**src/rtl/vai_pkg.sv**
```systemverilog
// Shared types for the per-sub-AFU request translator: FSM states, CCI-P request header layouts,
// address width and the almost-full slack a sub-AFU is allowed after almfull asserts.
package vai_pkg;

  typedef enum logic [1:0] {
    RUN     = 2'd0,
    QUIESCE = 2'd1,
    HOLD    = 2'd2
  } t_vai_state;

  localparam int VAI_ALMFULL_SLACK = 8;
  localparam int VAI_ADDR_W        = 42;
  localparam int VAI_DATA_W        = 512;

  typedef logic [VAI_ADDR_W-1:0] t_vai_addr;

  // c0 memory read request header
  typedef struct packed {
    logic [1:0] vc_sel;
    logic [1:0] rsvd1;
    logic [1:0] cl_len;
    logic [3:0] req_type;
    logic [5:0] rsvd0;
    t_vai_addr  address;
    logic [15:0] mdata;
  } t_vai_c0_req_hdr;

  // c1 memory write request header
  typedef struct packed {
    logic [5:0] rsvd2;
    logic [1:0] vc_sel;
    logic       sop;
    logic       rsvd1;
    logic [1:0] cl_len;
    logic [3:0] req_type;
    logic [5:0] rsvd0;
    t_vai_addr  address;
    logic [15:0] mdata;
  } t_vai_c1_req_hdr;

  localparam int VAI_C0_HDR_W = $bits(t_vai_c0_req_hdr);
  localparam int VAI_C1_HDR_W = $bits(t_vai_c1_req_hdr);

  // Cache-line address relocation; wraps silently at 2^VAI_ADDR_W.
  function automatic t_vai_addr vai_xlate_addr(input t_vai_addr addr, input t_vai_addr offset);
    return addr + offset;
  endfunction

endpackage

```
**src/rtl/vai_outstanding_ctr.sv**
```systemverilog
// Saturating up/down counter of in-flight requests; next value is exposed so the owner can act on
// the post-update count in the same cycle. o_err pulses on any clamp (overflow or underflow).
module vai_outstanding_ctr #(
  parameter int OUTS_W = 10
) (
  input  logic              clk,
  input  logic              reset,
  input  logic [1:0]        i_inc,
  input  logic [2:0]        i_dec,
  output logic [OUTS_W-1:0] o_count,
  output logic [OUTS_W-1:0] o_count_next,
  output logic              o_err
);

  localparam int SUM_W = OUTS_W + 2;
  localparam logic [SUM_W-1:0] CNT_MAX = {2'b00, {OUTS_W{1'b1}}};

  logic [OUTS_W-1:0] r_count;
  logic [SUM_W-1:0]  w_sum;
  logic [SUM_W-1:0]  w_dec;
  logic [SUM_W-1:0]  w_diff;

  always_comb begin
    w_sum        = {2'b00, r_count} + {{(SUM_W-2){1'b0}}, i_inc};
    w_dec        = {{(SUM_W-3){1'b0}}, i_dec};
    w_diff       = w_sum - w_dec;
    o_count_next = w_diff[OUTS_W-1:0];
    o_err        = 1'b0;
    if (w_sum < w_dec) begin
      o_count_next = '0;
      o_err        = 1'b1;
    end else if (w_diff > CNT_MAX) begin
      o_count_next = {OUTS_W{1'b1}};
      o_err        = 1'b1;
    end
  end

  always_ff @(posedge clk) begin
    if (reset) r_count <= '0;
    else       r_count <= o_count_next;
  end

  assign o_count = r_count;

endmodule

```
**src/rtl/vai_sub_afu_xlate.sv**
```systemverilog
// Per-sub-AFU request translator: relocates c0/c1 addresses by the sub-AFU offset, tracks outstanding
// requests and sequences RUN -> QUIESCE -> HOLD on reset request. Optional VAI_XLATE_STATS_EN adds counters.
module vai_sub_afu_xlate
  import vai_pkg::*;
#(
  parameter int NUM_SUB_AFUS = 8,
  parameter int OUTS_W       = 10
) (
  input  logic                    clk,
  input  logic                    reset,
  input  logic [63:0]             i_offset,
  input  logic                    i_sub_rst_req,
  input  logic                    i_sub_tx_c0_valid,
  input  logic [VAI_C0_HDR_W-1:0] i_sub_tx_c0_hdr,
  input  logic                    i_sub_tx_c1_valid,
  input  logic [VAI_C1_HDR_W-1:0] i_sub_tx_c1_hdr,
  input  logic [VAI_DATA_W-1:0]   i_sub_tx_c1_data,
  output logic [1:0]              o_sub_almfull,
  input  logic [1:0]              i_up_almfull,
  output logic                    o_up_tx_c0_valid,
  output logic [VAI_C0_HDR_W-1:0] o_up_tx_c0_hdr,
  output logic                    o_up_tx_c1_valid,
  output logic [VAI_C1_HDR_W-1:0] o_up_tx_c1_hdr,
  output logic [VAI_DATA_W-1:0]   o_up_tx_c1_data,
  output logic                    o_up_tx_c2_valid,
  output logic [8:0]              o_up_tx_c2_hdr,
  output logic [63:0]             o_up_tx_c2_data,
  input  logic                    i_rsp_rx_c0_rsp_valid,
  input  logic                    i_rsp_rx_c1_rsp_valid,
  input  logic                    i_rsp_rx_c1_format,
  input  logic [1:0]              i_rsp_rx_c1_cl_num,
  output logic                    o_sub_rst_out,
  output logic                    o_drained,
  output logic                    o_err_sticky
`ifdef VAI_XLATE_STATS_EN
  ,
  output logic [31:0]             o_stat_rd,
  output logic [31:0]             o_stat_wr
`endif
);

  t_vai_state        r_state;
  t_vai_state        w_state_next;
  logic [3:0]        r_q_cyc;
  logic              r_err_sticky;
  logic              w_fwd_c0;
  logic              w_fwd_c1;
  logic              w_late_req;
  logic [1:0]        w_inc;
  logic [2:0]        w_dec;
  logic [OUTS_W-1:0] w_count;
  logic [OUTS_W-1:0] w_count_next;
  logic              w_cnt_err;
  logic              w_unused;

  logic              r_up_c0_vld;
  logic              r_up_c1_vld;
  t_vai_c0_req_hdr   r_up_c0_hdr;
  t_vai_c1_req_hdr   r_up_c1_hdr;
  logic [VAI_DATA_W-1:0] r_up_c1_dat;
  t_vai_c0_req_hdr   w_c0_xlate;
  t_vai_c1_req_hdr   w_c1_xlate;

  assign w_unused = &{1'b0, i_offset[63:VAI_ADDR_W], (NUM_SUB_AFUS > 0)};

  assign w_fwd_c0 = (r_state == RUN) && i_sub_tx_c0_valid;
  assign w_fwd_c1 = (r_state == RUN) && i_sub_tx_c1_valid;
  // Requests within the almfull slack window after entering QUIESCE are legal and silently dropped.
  assign w_late_req = (r_state == QUIESCE) && (i_sub_tx_c0_valid || i_sub_tx_c1_valid) &&
                      (r_q_cyc > 4'(VAI_ALMFULL_SLACK));

  assign w_inc = {1'b0, w_fwd_c0} + {1'b0, w_fwd_c1};

  always_comb begin
    w_dec = {2'b00, i_rsp_rx_c0_rsp_valid};
    if (i_rsp_rx_c1_rsp_valid) begin
      w_dec = w_dec + (i_rsp_rx_c1_format ? ({1'b0, i_rsp_rx_c1_cl_num} + 3'd1) : 3'd1);
    end
  end

  vai_outstanding_ctr #(
    .OUTS_W (OUTS_W)
  ) u_outs (
    .clk          (clk),
    .reset        (reset),
    .i_inc        (w_inc),
    .i_dec        (w_dec),
    .o_count      (w_count),
    .o_count_next (w_count_next),
    .o_err        (w_cnt_err)
  );

  always_ff @(posedge clk) begin
    if (reset) r_state <= HOLD;
    else       r_state <= w_state_next;
  end

  always_comb begin
    w_state_next  = r_state;
    o_sub_almfull = 2'b11;
    o_sub_rst_out = 1'b0;
    case (r_state)
      RUN: begin
        o_sub_almfull = i_up_almfull;
        if (i_sub_rst_req) w_state_next = QUIESCE;
      end
      QUIESCE: begin
        if (w_count_next == '0) w_state_next = HOLD;
      end
      HOLD: begin
        o_sub_rst_out = 1'b1;
        if (!i_sub_rst_req) w_state_next = RUN;
      end
      default: w_state_next = HOLD;
    endcase
  end

  always_ff @(posedge clk) begin
    if (reset || r_state != QUIESCE) r_q_cyc <= '0;
    else if (r_q_cyc != 4'hF)         r_q_cyc <= r_q_cyc + 4'd1;
  end

  always_ff @(posedge clk) begin
    if (reset) r_err_sticky <= 1'b0;
    else       r_err_sticky <= r_err_sticky | w_cnt_err | w_late_req;
  end

  always_comb begin
    w_c0_xlate         = i_sub_tx_c0_hdr;
    w_c0_xlate.address = vai_xlate_addr(w_c0_xlate.address, i_offset[VAI_ADDR_W-1:0]);
    w_c1_xlate         = i_sub_tx_c1_hdr;
    w_c1_xlate.address = vai_xlate_addr(w_c1_xlate.address, i_offset[VAI_ADDR_W-1:0]);
  end

  always_ff @(posedge clk) begin
    if (reset) begin
      r_up_c0_vld <= 1'b0;
      r_up_c1_vld <= 1'b0;
      r_up_c0_hdr <= '0;
      r_up_c1_hdr <= '0;
      r_up_c1_dat <= '0;
    end else begin
      r_up_c0_vld <= w_fwd_c0;
      r_up_c1_vld <= w_fwd_c1;
      if (w_fwd_c0) r_up_c0_hdr <= w_c0_xlate;
      if (w_fwd_c1) begin
        r_up_c1_hdr <= w_c1_xlate;
        r_up_c1_dat <= i_sub_tx_c1_data;
      end
    end
  end

  assign o_up_tx_c0_valid = r_up_c0_vld;
  assign o_up_tx_c0_hdr   = r_up_c0_hdr;
  assign o_up_tx_c1_valid = r_up_c1_vld;
  assign o_up_tx_c1_hdr   = r_up_c1_hdr;
  assign o_up_tx_c1_data  = r_up_c1_dat;
  assign o_up_tx_c2_valid = 1'b0;
  assign o_up_tx_c2_hdr   = '0;
  assign o_up_tx_c2_data  = '0;
  assign o_drained        = (w_count == '0);
  assign o_err_sticky     = r_err_sticky;

`ifdef VAI_XLATE_STATS_EN
  logic        w_hold_to_run;
  logic [31:0] r_stat_rd;
  logic [31:0] r_stat_wr;

  assign w_hold_to_run = (r_state == HOLD) && (w_state_next == RUN);

  always_ff @(posedge clk) begin
    if (reset || w_hold_to_run) begin
      r_stat_rd <= '0;
      r_stat_wr <= '0;
    end else begin
      r_stat_rd <= r_stat_rd + {31'd0, w_fwd_c0};
      r_stat_wr <= r_stat_wr + {31'd0, w_fwd_c1};
    end
  end

  assign o_stat_rd = r_stat_rd;
  assign o_stat_wr = r_stat_wr;
`endif

endmodule
```
**config.mk**
```make
export PLATFORM = sky130hd
export DESIGN_NAME = vai_sub_afu_xlate
export DESIGN_NICKNAME = d
export VERILOG_FILES = /design/src/rtl/vai_pkg.sv /design/src/rtl/vai_outstanding_ctr.sv /design/src/rtl/vai_sub_afu_xlate.sv
export SDC_FILE = /design/constraint.sdc
export NUM_CORES = 2
export LEC_CHECK = 0
export ABC_AREA = 1
export ABC_CLOCK_PERIOD_IN_PS = 9700
export BUFFER_PORTS_ARGS = -buffer_cell sky130_fd_sc_hd__buf_4
export CAP_MARGIN = 30
export CORE_AREA = 4 4 583 585
export CTS_CLUSTER_DIAMETER = 120
export DETAILED_ROUTE_END_ITERATION = 16
export DIE_AREA = 0 0 587 589
export SYNTH_ARGS = -nofsm -noshare
export SYNTH_HDL_FRONTEND = slang
export SYNTH_SLANG_ARGS = --single-unit
```
**constraint.sdc**
```tcl
create_clock -name clk -period 9.7 [get_ports clk]
set_input_delay 0 -clock clk [delete_from_list [all_inputs] [get_ports clk]]
set_output_delay 0 -clock clk [all_outputs]
set_load 0.01 [all_outputs]
```
==> results.txt <==
----------------------------------------------------
[Global routing]
  Antenna violations before repair ... 136
  Maximum number of pins on one net before global-route repair ... 167
  All-Layer GR Usage ... 16.8%
  Number of global-route vias before repair ... 39700
  First-pass GRT wire length ... 388 mm
  GRT overflow ... 0

[Floorplan]
  Effective utilization at floorplan ... 8.96%
  Total Die Area ... 346000 um2
  Core footprint ... 335000 um2
  I/O pin count ... 1489
  Die boundary width ... 587 um
  Vert. Die Dim ... 589 um
  Std cell rows ... 213

[Timing]
  Tcrit/Tclk final ... 48.6%
  Least setup slack across all paths after layout ... 4980 ps
  Hold Vio Cnt, Final ... 0
  Worst max-slew margin expressed relative to the limit ... 24.3%
  Transition time of the tightest slew-check pin ... 1140 ps
  Setup repair after global routing missed its margin ... no
  Max frequency ... 212 MHz
  Total negative slack ... 0 ps
  Max-slew violations ... 0
  Clock period minus final worst setup slack ... 4720 ps
  # setup viols final ... 0
  Clock Skews ... 49.6 ps

[Placed design]
  Count of buffers inserted at the top-level ports ... 1392
  GPL Wtd Cong ... 0.957
  Setup slack after placement ... 5400 ps
  Half-perimeter wire length after detailed placement ... 254 mm
  Cell count after placement ... 9783

[Setup path]
  Endpoint of the lowest-slack register-to-register path ... r_state[0]
  Reg-to-reg setup timing slack ... 4980 ps
  Critical-path cell list ... nor2_1 > nand2_2 > fa_1 > inv_2 > ha_1 > xor2_1 > ha_1 > a21oi_1 > nand3_2 > nor2_4 > nand3_1 > nand2_1 > nand2_2 > nor2_2 > nand3_2 > nand2_1 > a21oi_1 > dlygate4sd3_1
  WP data required ... 10360 ps
  Critical path type ... register to register
  Worst setup SP type ... register
  Longest individual stage delay on the worst path ... 560 ps
  Library cell contributing the largest single delay on the critical path ... dlygate4sd3_1
  Critical R2R Launch ... r_state[0]
  Critical Path AT ... 5380 ps
  Crit path max fanout ... 11
  Critical path endpoint category ... register
  Reg2reg path depth ... 18

[Power and ir drop]
  Power density relative to cell area ... 162 nW/um2
  Overall power ... 9.87 mW
  Switching Share ... 33.9%
  Psw ... 3.35 mW
  Clock share of power ... 39.2%
  Relative contribution of sequential cells to total power ... 32.3%
  Combinational power share ... 28.6%
  Internal power ... 6.52 mW
  Maximum ir drop on the vdd rail ... 125 uV
  Leakage power ... 25.9 nW

[Clock tree]
  CTS Hold Buffers Added ... 1211
  Post-CTS setup repair buffer count ... 0
  Number of buffers inserted during clock tree synthesis ... 101
  Clock Path Buffers ... 4
  Clock sink count ... 685
  Clock transition at the registers of the reported paths ... 50 ps
  TritonCTS clock tree ... yes
  Buffer cell driving the clock tree root ... clkbuf_16
  Htree depth ... 3
  Insertion delay to the later sink of the worst-skew pair ... 820 ps
  PostCTS Resize Cnt ... 0

[Synth]
  Ys flop type ... dfxtp_1
  Cells after synthesis ... 4184
  Number of different library cells in the post-synthesis netlist ... 44
  Count of warnings emitted by yosys ... 0
  Synthesized area divided by synthesized cell count ... 7.18 um2
  Post-synth EDFFs ... 0
  Register bit count reported by yosys ... 685
  Synth async-reset ratio ... 0%
  Post-Synthesis Cell Area ... 30000 um2
  Sequential element share of the synthesized area ... 45.6%

[Run]
  Max-cap violations ... 0

[Routing]
  Total via count in the routed design ... 39800
  Iter 0 DRT Violations ... 2659
  DR DRC count ... 0
  Routed Antenna Nets ... 0
  First-pass detailed-route iteration total ... 5
  Average via count per standard cell ... 3.54
  Average wire per cell in the routed design ... 27.1 um
  Routed wire length ... 304 mm

[Cells and area]
  Area Overhead vs Synth ... 102%
  Fin util ... 18.1%
  Commonest cells after routing, fill and taps aside ... buf_4 (1414), nor2_1 (1372), dlygate4sd3_1 (1211)
  Ratio of cells with drive above 1 in the final layout ... 24.0%
  Most common library cell in the layout ignoring fill and taps ... buf_4
  Filler cell count ... 37600
  Count of non-filler cells in the finished layout ... 11200
  Post-layout nets ... 7528

[Worst hold path]
  Worst hold path cell count ... 4
  Class of the most critical hold timing path ... primary input to register
  End point of the most critical hold path ... o_up_tx_c1_data[122]
  Start point of the worst hold path ... i_sub_tx_c1_data[122]

[Run status]
  Run status ... completed

----------------------------------------------------
-- worst max-delay path, delay by kind of cell, from the launching register on --
family          cells  cell delay, ps
buf+inv             2             690
compound gates      2             340
fa+ha+maj           3            1080
flops               1             340
simple gates       10            1960
xor+xnor            1             180
-- layout make-up --
type	count	area, um2	area share [%]
timing repair buffer	2628	22800	37.5
multi-input combinational	3049	14400	23.6
sequential	685	13700	22.5
tap	4407	5510	9.07
clock buffer	135	2870	4.71
inverter	226	866	1.42
clock inverter	42	519	0.854
antenna	71	178	0.292
-- power by group through the flow --
stage          clock network, mW  logic, mW  registers [mW]
2_1_floorplan                  0      0.915            3.31
3_3_place_gp                   0       2.37            3.23
3_5_place_dp                   0       2.36            3.24
4_1_cts                     4.02       2.85            3.18
5_1_grt                     4.10       3.07            3.21
6_report                    3.86       2.82            3.18
-- through the flow --
step           hold slack, ps  cell area [um2]
2_1_floorplan             109            30300
3_3_place_gp              253            45100
3_5_place_dp              258            45100
4_1_cts                 0.423            60600
5_1_grt                  51.1            60800
6_report                 50.3            60800
-- worst max-delay path by stage --
| stage | from | to | slack, ps | cells after the start |
|---|---|---|---|---|
| 6_report | r_state[0] | r_state[0] | 4980 | 18 |
| 5_1_grt | r_state[0] | r_state[0] | 4680 | 23 |
| 4_1_cts | r_state[1] | r_state[0] | 5010 | 18 |
| 3_5_place_dp | r_state[0] | o_up_tx_c1_data[323] | 5400 | 9 |
| 3_3_place_gp | r_state[0] | o_up_tx_c1_data[352] | 5530 | 9 |
| 2_1_floorplan | r_state[1] | r_state[1] | 5990 | 25 |
-- cell families (layout without fill, tap and decap cells) --
group	after synthesis	in the layout	synth area share (%)
flip-flops	685	685	45.6
AND/OR/NAND/NOR	1862	1862	24.6
adder cells (fa/ha/maj)	95	95	4.06
buffers and inverters	523	3031	7.50
multiplexers	1	1	0.0375
XOR/XNOR	35	35	1.02
other	1	145	0.0125
AO/OA/AOI/OAI	982	982	17.1
-- cells in the mapped netlist, drive strengths merged, types with 11 or more instances --
cell type	count	area share (%)
xor2	21	0.61
ha	91	3.8
o211ai	12	0.30
dfxtp	685	46
nor2	1379	17
a31oi	28	0.58
nand2	318	4.1
inv	226	2.8
xnor2	14	0.41
o21bai	11	0.27
o21ai	722	12
a21oi	163	2.7
clkbuf	216	2.7
nor3	22	0.40
nand4	21	0.44
nor4	13	0.29
nand3b	11	0.27
nand3	88	1.5
buf	81	2.0
a21o	13	0.32
-- registers in the layout (all words and copies together), names as in the netlist --
name / cells
r_q_cyc: 4
o_up_tx_c1_hdr: 80
o_up_tx_c0_hdr: 74
o_up_tx_c1_data: 512
u_outs.o_count: 10
r_state: 2
o_err_sticky: 1
o_up_tx_c1_valid: 1
o_up_tx_c0_valid: 1
-- routing by layer --
metal | part of all wire (%) | wire, um | vias to the layer above | track usage (%)
met4 | 4.6 | 14000 | 26 | 6.66
met1 | 39 | 119000 | 18900 | 19.3
met2 | 42 | 129000 | 1815 | 25.6
li1 | - | - | 18600 | -
met3 | 14 | 41900 | 483 | 9.68
met5 | 0.053 | 161 | - | 0
Note: power is estimated with default switching activity, not from simulation.
